[src/rtl/rede_io_pkg.sv]
// rede_io_pkg: shared widths, constants and types for the rede_float host I/O server
// Ports: none (package only).
package rede_io_pkg;
  localparam int N_CORES = 4;
  localparam int CORE_W = $clog2(N_CORES);
  localparam int IN_W = 19;
  localparam int OUT_W = 28;
  localparam int REQ_W = 4;
  localparam logic [REQ_W-1:0] REQ_IDLE = '0;
  typedef enum logic {SEQ, DONE} seq_e;
  typedef struct packed {
    logic [OUT_W-1:0] value;
    logic [CORE_W-1:0] core;
    logic [REQ_W-1:0] tag;
  } entry_t;
endpackage

[src/rtl/rede_io_server_rr_arb.sv]
// rr_arb: N-way round-robin arbiter whose search starts at the core after the last winner
// Ports: i_clk/i_rst_n clock and async active-low reset; i_req eligibility mask;
//        i_adv advances the pointer past the winner; o_valid/o_idx winner.
module rr_arb #(
  parameter int N = 4,
  localparam int W = $clog2(N)
) (
  input  logic         i_clk,
  input  logic         i_rst_n,
  input  logic [N-1:0] i_req,
  input  logic         i_adv,
  output logic         o_valid,
  output logic [W-1:0] o_idx
);
  logic [W-1:0] r_ptr;
  logic [W-1:0] w_j;
  // scanning from lowest priority to highest lets the last hit be the winner
  always_comb begin
    o_valid = 1'b0;
    o_idx = '0;
    w_j = '0;
    for (int i = N - 1; i >= 0; i--) begin
      w_j = W'((int'(r_ptr) + i) % N);
      if (i_req[w_j]) begin
        o_valid = 1'b1;
        o_idx = w_j;
      end
    end
  end
  always_ff @(posedge i_clk or negedge i_rst_n)
    if (!i_rst_n) r_ptr <= '0;
    else if (i_adv && o_valid) r_ptr <= (o_idx == W'(N - 1)) ? '0 : o_idx + 1'b1;
endmodule

[src/rtl/rede_io_server.sv]
// rede_io_server: staggered core reset release, channel-bank input service and result collection FIFO
// Ports: i_clk/i_rst_n clock and async active-low reset; o_core_rst per-core reset;
//        i_bank_* channel bank write; i_core_req/o_io_in/o_core_gnt input service;
//        i_core_out/i_core_out_en results; o_m_* result stream; o_overflow/o_drop_cnt drop status.
module rede_io_server #(
  parameter int N_CORES = rede_io_pkg::N_CORES,
  parameter int IN_W = rede_io_pkg::IN_W,
  parameter int OUT_W = rede_io_pkg::OUT_W,
  parameter int FIFO_DEPTH = 8,
  parameter int RST_GAP = 13,
  localparam int CW = $clog2(N_CORES)
) (
  input  logic                     i_clk,
  input  logic                     i_rst_n,
  output logic [N_CORES-1:0]       o_core_rst,
  input  logic                     i_bank_we,
  input  logic [3:0]               i_bank_addr,
  input  logic [IN_W-1:0]          i_bank_data,
  input  logic [4*N_CORES-1:0]     i_core_req,
  output logic signed [IN_W-1:0]   o_io_in,
  output logic [N_CORES-1:0]       o_core_gnt,
  input  logic [OUT_W*N_CORES-1:0] i_core_out,
  input  logic [4*N_CORES-1:0]     i_core_out_en,
  output logic                     o_m_valid,
  input  logic                     i_m_ready,
  output logic [OUT_W-1:0]         o_m_data,
  output logic [CW-1:0]            o_m_core,
  output logic [3:0]               o_m_tag,
  output logic                     o_overflow,
  output logic [7:0]               o_drop_cnt
);
  import rede_io_pkg::*;
  localparam int AW = $clog2(FIFO_DEPTH);
  localparam int DW = CW + 1;
  localparam int GW = $clog2(RST_GAP + 1);
  seq_e r_state, w_state_nx;
  logic [CW-1:0] r_k, w_k_nx;
  logic [GW-1:0] r_cnt, w_cnt_nx;
  always_ff @(posedge i_clk or negedge i_rst_n)
    if (!i_rst_n) begin
      r_state <= SEQ;
      r_k <= '0;
      r_cnt <= '0;
    end else begin
      r_state <= w_state_nx;
      r_k <= w_k_nx;
      r_cnt <= w_cnt_nx;
    end
  // r_k is the next core to release; it is released on the edge where r_cnt is zero
  always_comb begin
    w_state_nx = r_state;
    w_k_nx = r_k;
    w_cnt_nx = r_cnt;
    if (r_state == SEQ) begin
      if (r_cnt != '0) w_cnt_nx = r_cnt - 1'b1;
      else if (r_k == CW'(N_CORES - 1)) w_state_nx = DONE;
      else begin
        w_k_nx = r_k + 1'b1;
        w_cnt_nx = GW'(RST_GAP - 1);
      end
    end
  end
  always_comb begin
    o_core_rst = '1;
    for (int i = 0; i < N_CORES; i++) o_core_rst[i] = !(r_state == DONE || r_k > CW'(i));
  end
  logic [N_CORES-1:0] w_in_req, r_gnt;
  logic w_in_valid;
  logic [CW-1:0] w_in_idx;
  logic [REQ_W-1:0] w_ch;
  logic [IN_W-1:0] r_bank [16];
  logic [IN_W-1:0] w_rd, r_io;
  // the core granted this cycle sits out, so no core wins twice in a row
  always_comb begin
    w_in_req = '0;
    for (int i = 0; i < N_CORES; i++)
      w_in_req[i] = i_core_req[REQ_W*i +: REQ_W] != REQ_IDLE && !o_core_rst[i] && !r_gnt[i];
  end
  rr_arb #(.N(N_CORES)) u_in_arb (
    .i_clk(i_clk), .i_rst_n(i_rst_n), .i_req(w_in_req), .i_adv(1'b1),
    .o_valid(w_in_valid), .o_idx(w_in_idx)
  );
  assign w_ch = i_core_req[REQ_W*w_in_idx +: REQ_W];
  assign w_rd = (i_bank_we && i_bank_addr == w_ch) ? i_bank_data : r_bank[w_ch];
  always_ff @(posedge i_clk or negedge i_rst_n)
    if (!i_rst_n) begin
      for (int b = 0; b < 16; b++) r_bank[b] <= '0;
      r_gnt <= '0;
      r_io <= '0;
    end else begin
      if (i_bank_we && i_bank_addr != REQ_IDLE) r_bank[i_bank_addr] <= i_bank_data;
      r_gnt <= w_in_valid ? N_CORES'(1) << w_in_idx : '0;
      if (w_in_valid) r_io <= w_rd;
    end
  assign o_io_in = r_io;
  assign o_core_gnt = r_gnt;
  logic [N_CORES-1:0] r_pv, w_en, w_drain, w_drop;
  logic [OUT_W-1:0] r_pval [N_CORES];
  logic [REQ_W-1:0] r_ptag [N_CORES];
  logic w_dr_valid, w_push, w_pop, w_full, w_empty, r_ovf;
  logic [CW-1:0] w_dr_idx;
  logic [DW-1:0] w_ndrop;
  logic [8:0] w_drop_sum;
  logic [7:0] r_drop;
  // a pending slot being drained this cycle can accept a new result without a drop
  always_comb begin
    w_en = '0;
    w_drain = '0;
    w_drop = '0;
    w_ndrop = '0;
    for (int i = 0; i < N_CORES; i++) begin
      w_en[i] = i_core_out_en[REQ_W*i +: REQ_W] != REQ_IDLE && !o_core_rst[i];
      w_drain[i] = w_push && w_dr_idx == CW'(i);
      w_drop[i] = w_en[i] && r_pv[i] && !w_drain[i];
      w_ndrop = w_ndrop + DW'(w_drop[i]);
    end
  end
  assign w_drop_sum = 9'(r_drop) + 9'(w_ndrop);
  always_ff @(posedge i_clk or negedge i_rst_n)
    if (!i_rst_n) begin
      r_pv <= '0;
      r_ovf <= 1'b0;
      r_drop <= '0;
      for (int i = 0; i < N_CORES; i++) begin
        r_pval[i] <= '0;
        r_ptag[i] <= '0;
      end
    end else begin
      for (int i = 0; i < N_CORES; i++)
        if (w_en[i] && !w_drop[i]) begin
          r_pv[i] <= 1'b1;
          r_pval[i] <= i_core_out[OUT_W*i +: OUT_W];
          r_ptag[i] <= i_core_out_en[REQ_W*i +: REQ_W];
        end else if (w_drain[i]) r_pv[i] <= 1'b0;
      if (|w_drop) r_ovf <= 1'b1;
      r_drop <= w_drop_sum[8] ? 8'hFF : w_drop_sum[7:0];
    end
  rr_arb #(.N(N_CORES)) u_out_arb (
    .i_clk(i_clk), .i_rst_n(i_rst_n), .i_req(r_pv), .i_adv(w_push),
    .o_valid(w_dr_valid), .o_idx(w_dr_idx)
  );
  // pointers carry one extra wrap bit to tell full from empty
  logic [AW:0] r_wp, r_rp;
  entry_t r_mem [FIFO_DEPTH];
  entry_t w_head;
  assign w_empty = r_wp == r_rp;
  assign w_full = r_wp == {~r_rp[AW], r_rp[AW-1:0]};
  assign w_pop = !w_empty && i_m_ready;
  assign w_push = w_dr_valid && (!w_full || w_pop);
  always_ff @(posedge i_clk or negedge i_rst_n)
    if (!i_rst_n) begin
      r_wp <= '0;
      r_rp <= '0;
    end else begin
      if (w_push) r_wp <= r_wp + 1'b1;
      if (w_pop) r_rp <= r_rp + 1'b1;
    end
  always_ff @(posedge i_clk)
    if (w_push) r_mem[r_wp[AW-1:0]] <= '{value: r_pval[w_dr_idx], core: w_dr_idx, tag: r_ptag[w_dr_idx]};
  assign w_head = r_mem[r_rp[AW-1:0]];
  assign o_m_valid = !w_empty;
  assign o_m_data = w_head.value;
  assign o_m_core = w_head.core;
  assign o_m_tag = w_head.tag;
  assign o_overflow = r_ovf;
  assign o_drop_cnt = r_drop;
endmodule

[config.mk]
export PLATFORM = sky130hd
export DESIGN_NAME = rede_io_server
export DESIGN_NICKNAME = d
export VERILOG_FILES = /design/src/rtl/rede_io_pkg.sv /design/src/rtl/rede_io_server_rr_arb.sv /design/src/rtl/rede_io_server.sv
export SDC_FILE = /design/constraint.sdc
export NUM_CORES = 1
export LEC_CHECK = 0
export CORE_ASPECT_RATIO = 0.5
export CORE_MARGIN = 3
export CORE_UTILIZATION = 36
export CTS_BUF_LIST = sky130_fd_sc_hd__clkbuf_8
export CTS_CLUSTER_DIAMETER = 60
export DETAILED_ROUTE_END_ITERATION = 8
export PLACE_DENSITY = 0.6
export SLEW_MARGIN = 10
export SYNTH_ARGS = -nofsm -noshare
export SYNTH_HDL_FRONTEND = slang
export SYNTH_HIERARCHICAL = 1
export SYNTH_SLANG_ARGS = --single-unit
[constraint.sdc]
create_clock -name i_clk -period 9.1 [get_ports i_clk]
set_clock_uncertainty 0.05 [all_clocks]
set_input_delay 1.82 -clock i_clk [delete_from_list [all_inputs] [get_ports i_clk]]
set_output_delay 1.82 -clock i_clk [all_outputs]
set_load 0.01 [all_outputs]
After elaboration in Yosys (flattened, before gate mapping) --
Memory sizes are Yosys's and may differ from the RTL's. Index checks and enable logic that the tools add are counted. W data, S select, Z words.
Word-level totals: register bits after elaboration 487, latch bits 0, memory bits (writable) 272, bits in read-only memories 0, input bits 171, output and inout port bits 71, logic and storage cells 229, memories 1
Operators by class: add/subtract/negate cells 16, multiply operators 0, div/mod/pow operators 0, magnitude comparators 16, equal/unequal tests 9, shift operators 2, muxes and demuxes 64, bitwise logic cells 7, reductions and logical operators 75
Memory list:
- r_mem | words 8, bits a word 34, read ports 1, clocked after Yosys merged registers in 0, wr ports 1, RTL line rede_io_server.sv:144 | entry_t r_mem [FIFO_DEPTH];
Operators with widths (count):
- $bwmux W304 | 1
- $bmux W19 S4 | 1
- $demux W19 S4 | 1
- $mux W19 | 4
- $bmux W28 S2 | 1
- $mux W28 | 2
- $reduce_bool A4 Y1 | 10
- $logic_and A1 B1 Y1 | 34
- $mux W1 | 29
- $lt A2 B3 Y1 const B | 8
- $mux W2 | 10
- $mux W4 | 5
- $logic_not A1 Y1 | 18
- $bmux W1 S2 | 8
- $shiftx A16 B5 Y4 | 1
- $eq A4 B4 Y1 | 3
- $add A2 B1 Y2 const B | 5
- $ge A5 B5 Y1 const B | 2
- $not A4 Y5 | 2
- $add A8 B3 Y9 | 1
- $add A2 B2 Y2 const B | 4
- $add A4 B1 Y4 const B | 2
- $bmux W4 S2 | 1
- $eq A2 B2 Y1 const B | 4
- 20 further kinds | 32

Longest topological paths before layout --
Gate-level depths: netlist of the first run.
word-level depth 16, depth in mapped cells 17

Cells and area by module --
Netlist of the first run, hierarchy kept.
Modules (own cells, without submodules):
- rede_io_server | instances 1, cells each 1931, area an instance 32281.0 µm², sequential area each 20254.4 µm²
- rr_arb | instances 2, cells each 21, area an instance 165.2 µm², sequential area each 50.0 µm²

Least setup slack after synthesis of the first run --
No wires, ideal clock.
path kind input port to flip-flop, from in i_m_ready, to mem r_mem[4][0] (netlist bit) (enable), setup time 0.522 ns, data arrival time 5.666 ns, setup slack 2.862 ns, cell stages on the path 3, buffers on the path 1, cells stage by stage o31ai_1 > buf_2 > nor4b_1
Between the ends: word-level cells in the longest chain between the ends 5
Ends and longest elaborated chain:
- start: declaration | RTL line rede_io_server.sv:25 | input logic i_m_ready,
- $logic_and A1 B1 Y1 | RTL line rede_io_server.sv:148 | assign w_pop = !w_empty && i_m_ready;
- $logic_or A1 B1 Y1 | RTL line rede_io_server.sv:149 | assign w_push = w_dr_valid && (!w_full || w_pop);
- $logic_and A1 B1 Y1 | RTL line rede_io_server.sv:149
- $mux W1 | RTL line rede_io_server.sv:159 | if (w_push) r_mem[r_wp[AW-1:0]] <= '{value: r_pval[w_dr_idx], core: w_dr_idx, tag: r_ptag[w_dr_idx]};
- $mux W1 (not written as such) | RTL line rede_io_server.sv:159
- end: declaration | RTL line rede_io_server.sv:144
No other way between the ends.

Worst setup path after layout of the first run --
from in i_core_req[1], to reg r_io[4], in the netlist o_io_in[4]
Between the ends: word-level cells in the longest chain between the ends 15, elaborated cells on any way between the ends 27, classes of those cells eq/ne: 1; shift: 1; mux: 20; bitwise: 1; reduce/logical: 4
Ends and longest elaborated chain:
- start: declaration | RTL line rede_io_server.sv:19 | input logic [4*N_CORES-1:0] i_core_req,
- $reduce_bool A4 Y1 (*) | RTL line rede_io_server.sv:77 | w_in_req[i] = i_core_req[REQ_W*i +: REQ_W] != REQ_IDLE && !o_core_rst[i] && !r_gnt[i];
- $logic_and A1 B1 Y1 (*) (2 in series) | RTL line rede_io_server.sv:77
- named net w_in_req[0] | RTL line rede_io_server.sv:67 | logic [N_CORES-1:0] w_in_req, r_gnt;
- $bmux W1 S2 | RTL line rede_io_server_rr_arb.sv:24 | if (i_req[w_j]) begin
- $mux W1 (not written as such) | RTL line rede_io_server_rr_arb.sv:24
- $mux W2 (3 in series) | RTL line rede_io_server_rr_arb.sv:24
- $mux W2 (*) | RTL line rede_io_server_rr_arb.sv:24
- named net w_in_idx[1] | RTL line rede_io_server.sv:69 | logic [CW-1:0] w_in_idx;
- $shiftx A16 B5 Y4 (*) | RTL line rede_io_server.sv:83 | assign w_ch = i_core_req[REQ_W*w_in_idx +: REQ_W];
- $not A4 Y5 (not written as such) | RTL line rede_io_server.sv:84 | assign w_rd = (i_bank_we && i_bank_addr == w_ch) ? i_bank_data : r_bank[w_ch];
- $bmux W19 S4 | RTL line rede_io_server.sv:84
- $mux W19 (not written as such) (2 in series) | RTL line rede_io_server.sv:84
- $mux W19 (*) | RTL line rede_io_server.sv:84
- end signal: assignment | RTL line rede_io_server.sv:93 | if (w_in_valid) r_io <= w_rd;
- end: declaration | RTL line rede_io_server.sv:72 | logic [IN_W-1:0] w_rd, r_io;
The timed path passes the listed nets; every way through them passes the cells marked *. The select of a mux whose other input is x is not followed. A chain may end at the register's enable or synchronous reset.

==> results.cfg, run 1 <==
[status]
outcome = finished, final reports clean

[clock_network]
cts_buffers = 114
cts_tree = built
cts-htree-levels = 3
clock_latency_ns = 0.74
post_cts_buffers = 0
clock_path_buffers = 3
cts_hold_buf = 0
clkTransAtPathRegs_ns = 0.06
cts_root_buf = clkbuf_8
cts_resized = 0
clock-sinks = 759

[routing]
postRouteAntennaNets = 0
drc_errors = 0
avgRoutedWirePerCell_um = 23.1
dr_total_vias = 18000
drt_iter0_drc = 1022
routed_via_density = 5.15
wl_um = 80900
dr.pass1.iters = 4

[sta]
fin_crit_ns = 5.84
rsz0062_at_grt = no
setup_viol = 0
period_share = 0.642
whs_ns = 0.325
fmax_mhz = 171
max_slew.worst_pin.slew_ns = 1.10
maxSlewViolCount = 0
setup_tns_ns = 0
slew_headroom = 0.265
fin_ws_ns = 3.26
hold_viol_final = 0

[floorplan]
die-area_um2 = 94500
start_util = 0.366
die_w_um = 432
coreArea_um2 = 89000
num_rows = 77
die_h_um = 219
boundaryPins = 242

[critical_path]
cp_cell_sequence = clkdlybuf4s50_1 > nor4_1 > nor3_1 > nor2_1 > a211oi_1 > nor2_1 > mux4_4 > buf_12 > mux2_2 > o22ai_1 > a221o_1 > a22o_1 > a211oi_2
slowest_stage = mux4_4
path_delay_family = multiplexers
crit_fanout = 103
worst-path-buf-inv = 2
critPathKind = in2reg
cp.arrival_ns = 6.43
critical_path_required_ns = 9.69
end_kind = register
startpoint_type = primary input
cpMostUsedCell = nor2_1
critPathMaxStageDelay_ns = 1.03

[min_path]
hp-class = reg2reg

[placement]
dpl.hpwl_um = 47900
dp_worst_setup_slack_ns = 2.52
placed_cell_area_um2 = 36200
port_buffers = 241
place.gp.congestion = 0.764

[synthesis]
synth.top_cell.area_share = 0.374
async_reset_ff_frac = 0.642
yosys_warnings = 6
synth_cell_types = 58
ys_seq_area_frac = 0.624
synth_edf_count = 272
syn_nets = 2153
synth_area_um2 = 32600
ys_ff_latch = 759
syn_avg_cell_area_um2 = 16.5
ys_top_cells_by_area = dfrtp_1, edfxtp_1, mux2_2
yosys.area.top_type = dfrtp_1
netlist_instances = 1973
synth_ff_type = dfrtp_1

[cells_and_area]
fin_area_um2 = 38600
multiInputGateArea_um2 = 11600
final_cell_mix = mux2_2, dfrtp_1, edfxtp_1
drive_gt1_frac = 0.383
fill_cells = 7980
final_net_count = 2393
layout_commonest_cell = mux2_2
syn2layout_area_growth_pct = 18.5
register_area_um2 = 20400

[power_and_ir_drop]
p_seq_frac = 0.382
p_leak_uw = 0.0151
pwr-share-comb = 0.428
switchingPower_uw = 5200
ir_worst_vdd_v = 0.000279
p_int_uw = 10100
swShare = 0.341
fin_total_pwr_uw = 15300
p_per_area_nw_per_um2 = 395
power.share.clock = 0.190

[grt]
antenna_found_initial = 12
track_usage = 0.171
grt_pass1_wl_um = 121000
grt_pass1_vias = 19000
grt_max_degree = 141
overflow = 0

[run]
drv_cap = 0
## worst register-to-register path: stages, from the launching register on
cell and delay (ns):
dfrtp_1 0.39, inv_1 0.10, ha_1 0.14, nor2b_1 0.57
nor3_1 0.20, nor2_1 0.21, a211oi_1 0.08, nor2_1 0.56
mux4_4 1.03, buf_12 0.66, mux2_2 0.38, o22ai_1 0.07
a221o_1 0.29, a22o_1 0.23, a211oi_2 0.14
## layer usage
metal | share of wire | wire length (µm) | GRT usage
met5 | 0.00049 | 40 | 0
met4 | 0.036 | 2910 | 0.0706
met3 | 0.039 | 3170 | 0.0308
met2 | 0.50 | 40200 | 0.289
met1 | 0.43 | 34600 | 0.219
## through the flow
stage / std cells / utilization
finish: 3500 / 0.434
global route: 3499 / 0.434
CTS: 3494 / 0.434
detailed placement: 3282 / 0.407
global placement: 3282 / 0.407
floorplan: 1973 / -
## cell families (layout without fill, tap and decap cells)
family,after synthesis,in the layout,share of synthesized area
AOI/OAI and AO/OA,149,149,0.0401
DFF,759,759,0.624
and+or+nand+nor,162,162,0.0238
adders and majority gates,9,9,0.00414
muxes,709,709,0.277
xor gates and xnor gates,21,21,0.00564
other,1,7,0.000115
buffers and inverters,163,499,0.0248
## state kept, by name, summed over array words and instances, names as in the netlist, 8 cells and up
signal / cells
r_pval: 112
r_ptag: 16
o_io_in: 19
r_mem: 272
o_drop_cnt: 8
r_bank: 304
## cells in the mapped netlist (all sizes together) (5+ instances only)
| master | instances |
|---|---|
| mux2 | 526 |
| a211oi | 24 |
| o31ai | 5 |
| nand2b | 13 |
| nand2 | 36 |
| edfxtp | 272 |
| ha | 6 |
| nor2 | 62 |
| a22o | 19 |
| xor2 | 5 |
| inv | 12 |
| o22ai | 38 |
| clkbuf | 88 |
| nand3 | 5 |
| mux2i | 80 |
| nor4 | 7 |
| mux4 | 103 |
| xnor2 | 16 |
| dfrtp | 487 |
| buf | 63 |
| o21ai | 9 |
| a221o | 38 |
| nor3b | 6 |
| nor3 | 9 |
## power by group through the flow
stage	Clock, µW	Sequential [µW]	Combinational (µW)
after detailed placement	0	5900	6630
after CTS	2990	5840	6640
final	2900	5830	6530
after global placement	0	5860	6520
after global routing	3140	5970	7030
after floorplan	0	5680	4730
## layout make-up
| class | instances | area share |
|---|---|---|
| Clock inverter | 67 | 0.0108 |
| Sequential cell | 759 | 0.527 |
| Multi-Input combinational cell | 1051 | 0.301 |
| Inverter | 12 | 0.00117 |
| Clock buffer | 145 | 0.0516 |
| Antenna cell | 6 | 0.000389 |
| Timing Repair Buffer | 275 | 0.0698 |
| Tap cell | 1185 | 0.0384 |
## worst paths after layout
kind,startpoint,endpoint,slack [ns],cells past startpoint
setup / recovery,i_core_req[1],o_io_in[4]$_DFFE_PN0P_,3.26,13
hold / removal,r_bank[293]$_DFFE_PN0P_,r_bank[293]$_DFFE_PN0P_,0.33,0
setup reg to reg,r_k[1]$_DFFE_PN0P_,o_io_in[4]$_DFFE_PN0P_,3.90,14
min in group asynchronous,i_rst_n,r_pval[94]$_DFFE_PN0P_,0.97,1
max in group asynchronous,i_rst_n,r_k[0]$_DFFE_PN0P_,6.12,3
hold reg to reg,r_bank[293]$_DFFE_PN0P_,r_bank[293]$_DFFE_PN0P_,0.33,0
(Power assumes the default switching activity.)
==> run 2: changes to the inputs <==
clock period = 6.1 ns   (was 9.1 ns; I/O delays follow)
==> run 2 against run 1 <==
Effect of this change:
- clock power grew 44%
- die area unchanged
- sequential cell count unchanged
- sequential power is 48% higher
- largest power group unchanged
- design area hardly changed
- hold slack got worse by 0.0019 ns
- wire length increased by 0.76%
- highest routed layer is now met4
- largest cell class unchanged
- global-route usage up 0.19 points
- via count shrank 0.12%
- worst setup slack lost 2.0 ns
==> results.cfg, run 2 (synthesized netlist as in run 1, its figures left out) <==
[sta]
slew_headroom = 0.238
rsz0062_at_grt = no
setup_viol = 0
max_slew.worst_pin.slew_ns = 1.14
maxSlewViolCount = 0
setup_tns_ns = 0
fin_crit_ns = 4.82
hold_viol_final = 0
period_share = 0.791
fmax_mhz = 207

[min_path]
hold_start = r_bank[300]$_DFFE_PN0P_
min_to = r_bank[300]$_DFFE_PN0P_
min_path_cells = 0
hp-class = reg2reg

[clock_network]
clock_latency_ns = 0.73
cts_buffers = 113
cts_tree = built
cts_root_buf = clkbuf_8
post_cts_buffers = 0
clock_path_buffers = 3
clock-sinks = 759
clkTransAtPathRegs_ns = 0.06
cts-htree-levels = 3
cts_resized = 0
cts_hold_buf = 0

[routing]
wl_um = 81500
routed_via_density = 5.14
dr.pass1.iters = 5
avgRoutedWirePerCell_um = 23.3
postRouteAntennaNets = 0
drc_errors = 0
drt_iter0_drc = 1088
dr_total_vias = 18000

[power_and_ir_drop]
fin_total_pwr_uw = 22700
p_per_area_nw_per_um2 = 588
ir_worst_vdd_v = 0.000450
p_leak_uw = 0.0151

[critical_path]
rrSetupSlack_ns = 1.53
worstReg2RegStart = r_k[1]$_DFFE_PN0P_
cp.arrival_ns = 5.35
end_kind = register
r2r-end = o_io_in[1]$_DFFE_PN0P_
startpoint_type = primary input
crit_fanout = 19
critPathKind = in2reg
reg2regPathDepth = 11
critical_path_required_ns = 6.63

[placement]
place.gp.congestion = 0.790
port_buffers = 241
dpl.hpwl_um = 48300

[floorplan]
die_w_um = 432
start_util = 0.366
boundaryPins = 242
coreArea_um2 = 89000
die_h_um = 219
die-area_um2 = 94500
num_rows = 77

[grt]
overflow = 0
antenna_found_initial = 9
track_usage = 0.173
grt_max_degree = 125
grt_pass1_wl_um = 123000
grt_pass1_vias = 19400

[cells_and_area]
layout_commonest_cell = mux2_2
final_cell_mix = mux2_2, dfrtp_1, edfxtp_1
syn2layout_area_growth_pct = 18.4
drive_gt1_frac = 0.383
final_net_count = 2394
top_register = r_bank
largest_reg_flops = 304

[status]
outcome = finished, final reports clean

[run]
drv_cap = 0
-- run 2: per-stage QoR --
step	utilization	instance area (µm²)	std cells	hold WS (ns)	setup WS, ns
floorplan	-	32600	1973	0.378	0.462
global placement	0.408	36300	3284	0.314	0.725
detailed placement	0.408	36300	3284	0.315	0.589
CTS	0.434	38600	3493	0.312	1.16
global route	0.434	38600	3501	0.331	1.05
finish	0.434	38600	3502	0.323	1.28
-- run 2: where the power goes --
part | internal, µW | total (µW) | switching [µW]
Sequential | 7850 | 8650 | 800
Combinational | 4880 | 9870 | 4990
Clock | 2180 | 4190 | 2010
Total | 14900 | 22700 | 7810
-- run 2: worst max path at each step --
stage	slack (ns)	endpoint	startpoint	cells past startpoint
after floorplan	0.46	r_mem[4][0]$_DFFE_PP_	i_m_ready	3
after global placement	0.73	o_io_in[7]$_DFFE_PN0P_	i_core_req[12]	11
after detailed placement	0.59	o_io_in[11]$_DFFE_PN0P_	i_core_req[15]	11
after CTS	1.16	o_m_data[15]	r_rp[0]$_DFFE_PN0P_	4
after global routing	1.05	o_m_data[15]	r_rp[0]$_DFFE_PN0P_	4
final	1.28	o_io_in[1]$_DFFE_PN0P_	i_core_req[8]	12
-- run 2: final cells by class --
| cell class | count | area [µm²] |
|---|---|---|
| Fill cell | 8027 | 50400 |
| Inverter | 12 | 45.0 |
| Clock inverter | 68 | 372 |
| Timing Repair Buffer | 277 | 2760 |
| Clock buffer | 141 | 1940 |
| Tap cell | 1185 | 1480 |
| Antenna cell | 9 | 22.5 |
| Sequential cell | 759 | 20400 |
| Multi-Input combinational cell | 1051 | 11600 |
-- run 2: metal layers --
| metal | vias up | global-route usage | share of wire |
|---|---|---|---|
| li1 | 8010 | - | - |
| met1 | 9544 | 0.217 | 0.43 |
| met2 | 301 | 0.301 | 0.51 |
| met3 | 145 | 0.0302 | 0.033 |
| met4 | 0 | 0.0645 | 0.033 |
| met5 | - | 0 | 0 |
-- run 2: critical path: stages --
cell             delay (ns)
clkdlybuf4s50_1        0.44
nor4_1                 0.46
nor3_1                 0.15
nand2b_1               0.11
a21oi_1                0.09
a211oi_4               0.48
mux4_4                 0.87
xnor2_1                0.18
and4_1                 0.26
a21oi_4                0.78
a22o_1                 0.26
a211oi_2               0.04
